[config.mk]
export PLATFORM = sky130hd
export DESIGN_NAME = hazard_detect_unit
export DESIGN_NICKNAME = d
export VERILOG_FILES = /design/src/rtl/hazard_detect_unit.sv
export SDC_FILE = /design/constraint.sdc
export NUM_CORES = 1
export LEC_CHECK = 0
export ABC_AREA = 1
export CAP_MARGIN = 0
export CORE_MARGIN = 2
export CORE_UTILIZATION = 30
export DETAILED_ROUTE_END_ITERATION = 12
export PLACE_DENSITY = 0.61
export SYNTH_ARGS = -nofsm -noshare
export SYNTH_HDL_FRONTEND = slang
export SYNTH_SLANG_ARGS = --single-unit
[constraint.sdc]
create_clock -name clk_i -period 2 [get_ports clk_i]
set_input_delay 0.4 -clock clk_i [delete_from_list [all_inputs] [get_ports clk_i]]
set_output_delay 0.4 -clock clk_i [all_outputs]
set_load 0.05 [all_outputs]
[src/rtl/hazard_detect_unit.sv]
// ID-stage hazard detector: load-use / branch-operand stalls of 1 or 2 cycles, IF/ID flush on taken branch or jump.
// Stall/flush outputs are combinational from inputs and state; a saturating counter tracks total stall cycles.
module hazard_detect_unit #(
    parameter int REG_ADDR_W = 5,
    parameter int CNT_W      = 16
) (
    input  logic                  clk_i,
    input  logic                  reset_i,
    input  logic [REG_ADDR_W-1:0] ifid_rs_i,
    input  logic [REG_ADDR_W-1:0] ifid_rt_i,
    input  logic                  id_uses_rt_i,
    input  logic                  id_branch_i,
    input  logic                  id_jump_i,
    input  logic                  branch_taken_i,
    input  logic                  idex_memread_i,
    input  logic                  idex_regwrite_i,
    input  logic [REG_ADDR_W-1:0] idex_wreg_i,
    input  logic                  exmem_memread_i,
    input  logic [REG_ADDR_W-1:0] exmem_wreg_i,
    output logic                  hazard_o,
    output logic                  pc_write_o,
    output logic                  ifid_write_o,
    output logic                  ifid_flush_o,
    output logic [CNT_W-1:0]      stall_count_o
);

    typedef enum logic {RUN, STALL} state_t;

    state_t           state_q, state_d;
    logic             rem_q, rem_d;
    logic [CNT_W-1:0] cnt_q, cnt_d;

    logic       ex_match, mem_match;
    logic [1:0] need;
    logic       stall;

    // Register 0 is hardwired, so it can never create a dependency.
    assign ex_match  = (idex_wreg_i != '0) &&
                       ((idex_wreg_i == ifid_rs_i) || (id_uses_rt_i && (idex_wreg_i == ifid_rt_i)));
    assign mem_match = (exmem_wreg_i != '0) &&
                       ((exmem_wreg_i == ifid_rs_i) || (id_uses_rt_i && (exmem_wreg_i == ifid_rt_i)));

    always_comb begin
        need = 2'd0;
        if (id_branch_i && idex_memread_i && ex_match)
            need = 2'd2;
        else if (idex_memread_i && ex_match)
            need = 2'd1;
        else if (id_branch_i && idex_regwrite_i && ex_match)
            need = 2'd1;
        else if (id_branch_i && exmem_memread_i && mem_match)
            need = 2'd1;
    end

    assign stall = !reset_i && ((state_q == STALL) || (need != 2'd0));

    // Flush waits for a non-stall cycle: branch operands are not valid while stalled.
    always_comb begin
        hazard_o     = 1'b0;
        pc_write_o   = 1'b1;
        ifid_write_o = 1'b1;
        ifid_flush_o = 1'b0;
        if (!reset_i) begin
            hazard_o     = stall;
            pc_write_o   = !stall;
            ifid_write_o = !stall;
            ifid_flush_o = !stall && (id_jump_i || (id_branch_i && branch_taken_i));
        end
    end

    always_comb begin
        state_d = state_q;
        rem_d   = rem_q;
        cnt_d   = cnt_q;
        case (state_q)
            RUN: begin
                if (need == 2'd2) begin
                    state_d = STALL;
                    rem_d   = 1'b1;
                end
            end
            STALL: begin
                rem_d = rem_q - 1'b1;
                if (rem_d == 1'b0)
                    state_d = RUN;
            end
            default: state_d = RUN;
        endcase
        if (hazard_o && (cnt_q != '1))
            cnt_d = cnt_q + CNT_W'(1);
    end

    always_ff @(posedge clk_i) begin
        if (reset_i) begin
            state_q <= RUN;
            rem_q   <= 1'b0;
            cnt_q   <= '0;
        end else begin
            state_q <= state_d;
            rem_q   <= rem_d;
            cnt_q   <= cnt_d;
        end
    end

    assign stall_count_o = cnt_q;

endmodule
# After elaboration in Yosys (flattened, before gate mapping)
# Index checks and enable logic that the tools add are counted.
[totals] reg_bits=18 inputBits=29 output_inout_bits=20 wordCells=49
[op_classes] add_sub_neg=2 n_eq_ne=7 muxes=12 n_bitwise=1 n_reduce_logical=24
[ops] operator="equality test 5 bit" n=4
[ops] operator="adder 16 x 1 -> 16 bit (second input constant)" n=1
[ops] operator="inequality test 16 bit (second input constant)" n=1
[ops] operator="logical AND 1 bit" n=15
[ops] operator="nonzero test 5 bit" n=2
[ops] operator="two-way mux 1 bit" n=9
[ops] operator="logical OR 1 bit" n=4
[ops] operator="one-hot mux 1 bit (2 select lines)" n=2
[ops] operator="equality test 2 bit (second input constant)" n=1
[ops] operator="zero test 1 bit" n=2
[ops] operator="two-way mux 2 bit" n=1
[ops] operator="inequality test 2 bit (second input constant)" n=1
[ops] operator="nonzero test 2 bit" n=1
[ops] operator="inverter 1 bit" n=1
[ops] operator="subtractor 1 bit (second input constant)" n=1

# Longest topological paths before layout
[logic_depth] ltp_word=15 depth_mapped=12 depth_no_buf=12

# Least setup slack after synthesis
# No wires, ideal clock.
[synth_timing] path_type="input port to output port" from="in ifid_rt_i[3]" to="out ifid_flush_o" arrival_time_ps=2149 slack_ps=-549 stages=9 n_path_buf=1 path_cell_list="inv_1 o21ai_0 nor2_1 nand3_2 nand2_1 nand2_2 nand3_4 buf_6 nor3_1"
[synth_via] elab_chain_len=15
[synth_rtl] item="start, declared" line_no="10" source="input logic [REG_ADDR_W-1:0] ifid_rt_i,"
[synth_rtl] item="equality test 5 bit" line_no="41" source="((exmem_wreg_i == ifid_rs_i) || (id_uses_rt_i && (exmem_wreg_i == ifid_rt_i)));"
[synth_rtl] item="logical AND 1 bit" line_no="41"
[synth_rtl] item="logical OR 1 bit" line_no="41"
[synth_rtl] item="logical AND 1 bit" line_no="40" source="assign mem_match = (exmem_wreg_i != '0) &&"
[synth_rtl] item="logical AND 1 bit" line_no="51" source="else if (id_branch_i && exmem_memread_i && mem_match)"
[synth_rtl] item="two-way mux 1 bit" line_no="51"
[synth_rtl] item="two-way mux 1 bit" line_no="49" source="else if (id_branch_i && idex_regwrite_i && ex_match)"
[synth_rtl] item="two-way mux 1 bit" line_no="47" source="else if (idex_memread_i && ex_match)"
[synth_rtl] item="two-way mux 2 bit (*)" line_no="45" source="if (id_branch_i && idex_memread_i && ex_match)"
[synth_rtl] item="nonzero test 2 bit (*)" line_no="55" source="assign stall = !reset_i && ((state_q == STALL) || (need != 2'd0));"
[synth_rtl] item="logical OR 1 bit (*)" line_no="55"
[synth_rtl] item="logical AND 1 bit (*)" line_no="55"
[synth_rtl] item="zero test 1 bit (*)" line_no="67" source="ifid_flush_o = !stall && (id_jump_i || (id_branch_i && branch_taken_i));"
[synth_rtl] item="logical AND 1 bit (*)" line_no="67"
[synth_rtl] item="two-way mux 1 bit (*)" line_no="63" source="if (!reset_i) begin"
[synth_rtl] item="end, declared" line_no="23" source="output logic ifid_flush_o,"
# Every way passes the cells marked *; elsewhere a longest branch is shown, timed or not.

# Worst setup path in the final report
[layout_timing] from="reg cnt_q[10], in the netlist stall_count_o[10]" to="out stall_count_o[10]"
[layout_rtl] item="start, declared" line_no="31" source="logic [CNT_W-1:0] cnt_q, cnt_d;"
[layout_rtl] item="start signal, assigned" line_no="101" source="cnt_q <= cnt_d;"
[layout_rtl] item="end, declared" line_no="24" source="output logic [CNT_W-1:0] stall_count_o"
# No word-level cell between the ends.

==> reports/metrics.cfg <==
[route]
wirelength_mm = 4.29
via_count = 1708
viasPerCell = 4.62
first_pass_iters = 4
drt_iter0_drc = 82
route.detailed.drc = 0
post_drt_wl_per_cell_um = 11.6
antenna_left = 0

[worst_setup_path]
cp_top_family = buffers and inverters
startpoint_type = register
end_kind = primary output
critPathRequiredTime_ns = 1.60
worstPathMaxFanout = 5
crit_path_end = stall_count_o[10]
max_stage_delay_ns = 0.85
arrival_ns = 1.55
timing.rr.start = stall_count_o[0]
crit_chain = clkdlybuf4s50_1
crit_start = stall_count_o[10]
rrSetupSlack_ns = 0.28
cp_slowest_cell = clkdlybuf4s50_1
cp_num_cells = 1
cp_num_buf_inv = 1
critPathKind = register to primary output
reg2reg_depth = 7
regToRegEndpoint = stall_count_o[4]

[power]
sw_frac_of_total_pct = 28.5
p_comb_share_pct = 25.3
seq_power_share_pct = 40.9
clkPwrFrac_pct = 33.9
ir_drop_mv = 0.204
p_switching_mw = 0.253
leakage_nw = 0.971
p_int_mw = 0.635
p_per_area_mw_per_mm2 = 412

[logic_synthesis]
syn-cell-area_mm2 = 0.00149
synth.distinct_cells = 28
synth_cells = 243
syn_nets = 273
yosysSeqAreaShare_pct = 24.1
ys_warn_count = 0
ys_ff_latch = 18
avgSynthCellArea_um2 = 6.14

[clock_network]
numClockSinks = 18
htree_levels = 1
cts_root_buf = clkbuf_8
clk_pin_slew_ns = 0.07
clk_latency_ns = 0.25
cts_tree = done
clk_path_buf_depth = 2
numCtsBuffers = 3

[sta]
finalSetupViolations = 0
max_freq_mhz = 513
fin_skew_ns = 0.00555
period_share_pct = 97.5
tns_ns = 0
whs_ns = 0.480
hold_violations = 0
slew_headroom_pct = 65.8
rsz0062_at_grt = no
finalCriticalPeriod_ns = 1.95
tightest_slew_ns = 0.511
worst_slack_ns = 0.0504
finalMaxSlewViolations = 0

[placement]
dp.cells = 365
dpl_worst_slack_ns = -0.405
globalplace.congestion = 0.883
place_area_mm2 = 0.00215
port_buffers = 48
hpwl_mm = 3.31

[cells_and_area]
design_area_mm2 = 0.00216
finalNonFillerCells = 370
drive_above_1_share_pct = 25.1
nNetsFinal = 334
area_growth_pct = 44.4
antenna_cells = 0

[floorplan]
num_rows = 25
start_util_pct = 31.4
die_w_um = 74.5
die_height_um = 74.5
die_area_mm2 = 0.00556
coreArea_mm2 = 0.00475
io_pins = 49

[global_route]
grt_antenna_before_repair = 0
grt_pass1_wl_mm = 7.20
grt_max_degree = 18
grt_pass1_vias = 1596
track_usage_pct = 16.3
grt_remaining_overflow = 0

[hold_path]
min_path_type = register to register

[job]
maxCapViolCount = 0

[run_status]
status = finished, final reports clean

## area by class of cell
class / count / area (µm²)
flip-flops and latches: 18 / 360
inverters: 34 / 131
fillers: 520 / 2600
clock buffers: 4 / 55.1
repair buffers: 63 / 541
well taps: 67 / 83.8
multi-input cells: 184 / 985
## state kept, by name, indices dropped and copies added, names as in the netlist
| name | flops |
|---|---|
| stall_count_o | 16 |
| rem_q | 1 |
| state_q | 1 |
## through the flow
step | utilization (%) | total power, mW
global route | 45.3 | 0.931
floorplan | - | 0.483
detailed placement | 45.3 | 0.604
CTS | 46.4 | 0.904
global placement | 45.3 | 0.604
finish | 45.3 | 0.888
## cell usage in the layout (no fill, tap or decap)
cell,synthesis,layout
buf_12,0,4
nand3_2,3,3
nand2_2,2,6
nor3_4,0,1
nor3_2,1,1
clkbuf_8,0,4
a21o_1,1,1
nand4_2,1,1
nor3_1,8,7
nand2_1,71,66
a21oi_1,17,17
buf_2,2,14
xor2_1,11,11
ha_1,1,1
inv_2,3,12
clkdlybuf4s50_1,0,17
nand3_1,16,16
inv_1,29,19
nor2_1,22,21
nor2_2,1,2
clkbuf_2,0,4
dfxtp_1,18,18
o21ai_0,4,2
o21ai_1,1,3
dlymetal6s2s_1,0,2
a21boi_0,1,1
buf_6,1,2
nand4_1,16,16
nand3_4,2,2
buf_4,1,18
xnor2_1,5,5
dlygate4sd2_1,0,2
clkinvlp_4,0,1
clkinv_1,2,2
nand2_4,0,1
## layer usage
| metal | GRT usage, % | wire (µm) | vias to the layer above |
|---|---|---|---|
| met5 | 0 | 0 | - |
| met4 | 2.58 | 21 | 0 |
| met3 | 4.61 | 251 | 2 |
| met2 | 25.9 | 1900 | 45 |
| met1 | 22.6 | 2120 | 757 |
| li1 | - | - | 904 |
## power groups by stage
stage               logic, mW  registers, mW  clock network, mW
global placement        0.232          0.371                  0
detailed placement      0.233          0.371                  0
finish                  0.224          0.363              0.301
CTS                     0.230          0.363              0.311
global route            0.248          0.363              0.320
floorplan               0.108          0.375                  0
## synth_stat cells
cell type,count,share of area [%]
nand2_1,71,18
inv_1,29,7.3
nor2_1,22,5.5
dfxtp_1,18,24
a21oi_1,17,5.7
nand3_1,16,5.4
nand4_1,16,6.7
xor2_1,11,6.5
nor3_1,8,2.7
xnor2_1,5,2.9
o21ai_0,4,1.3
inv_2,3,0.75
nand3_2,3,2.0
buf_2,2,0.67
clkbuf_1,2,0.50
clkinv_1,2,0.50
nand2_2,2,0.84
nand3_4,2,2.3
a21boi_0,1,0.50
a21o_1,1,0.50
buf_4,1,0.50
buf_6,1,0.75
buf_8,1,1.0
ha_1,1,0.84
nand4_2,1,0.84
nor2_2,1,0.42
nor3_2,1,0.67
o21ai_1,1,0.33
## cells by family after synthesis
family | Yosys count | share of synthesized area [%]
buffers and inverters | 41 | 12.0
flip-flops | 18 | 24.1
AND/OR/NAND/NOR | 143 | 45.3
AO/OA/AOI/OAI | 24 | 8.38
XOR/XNOR | 16 | 9.39
adder cells (fa/ha/maj) | 1 | 0.838
## what timing repair did
item                                    CTS  global route
cloned                                    0             0
hold endpoints to repair                  0             0
endpoints found under the setup margin   19             4
gates resized for setup                  74            27
hold buffers                              0             0
setup buffers                             1             0
pin swaps                                13            21
## worst min-delay path by stage
stage | startpoint | endpoint | slack [ns] | cells after the start
2_1_floorplan | rem_q | rem_q | 0.44 | 2
3_3_place_gp | rem_q | rem_q | 0.46 | 2
3_5_place_dp | rem_q | rem_q | 0.46 | 2
4_1_cts | rem_q | rem_q | 0.48 | 2
5_1_grt | stall_count_o[13] | stall_count_o[13] | 0.53 | 2
6_report | rem_q | rem_q | 0.48 | 2
(Power assumes the default switching activity.)
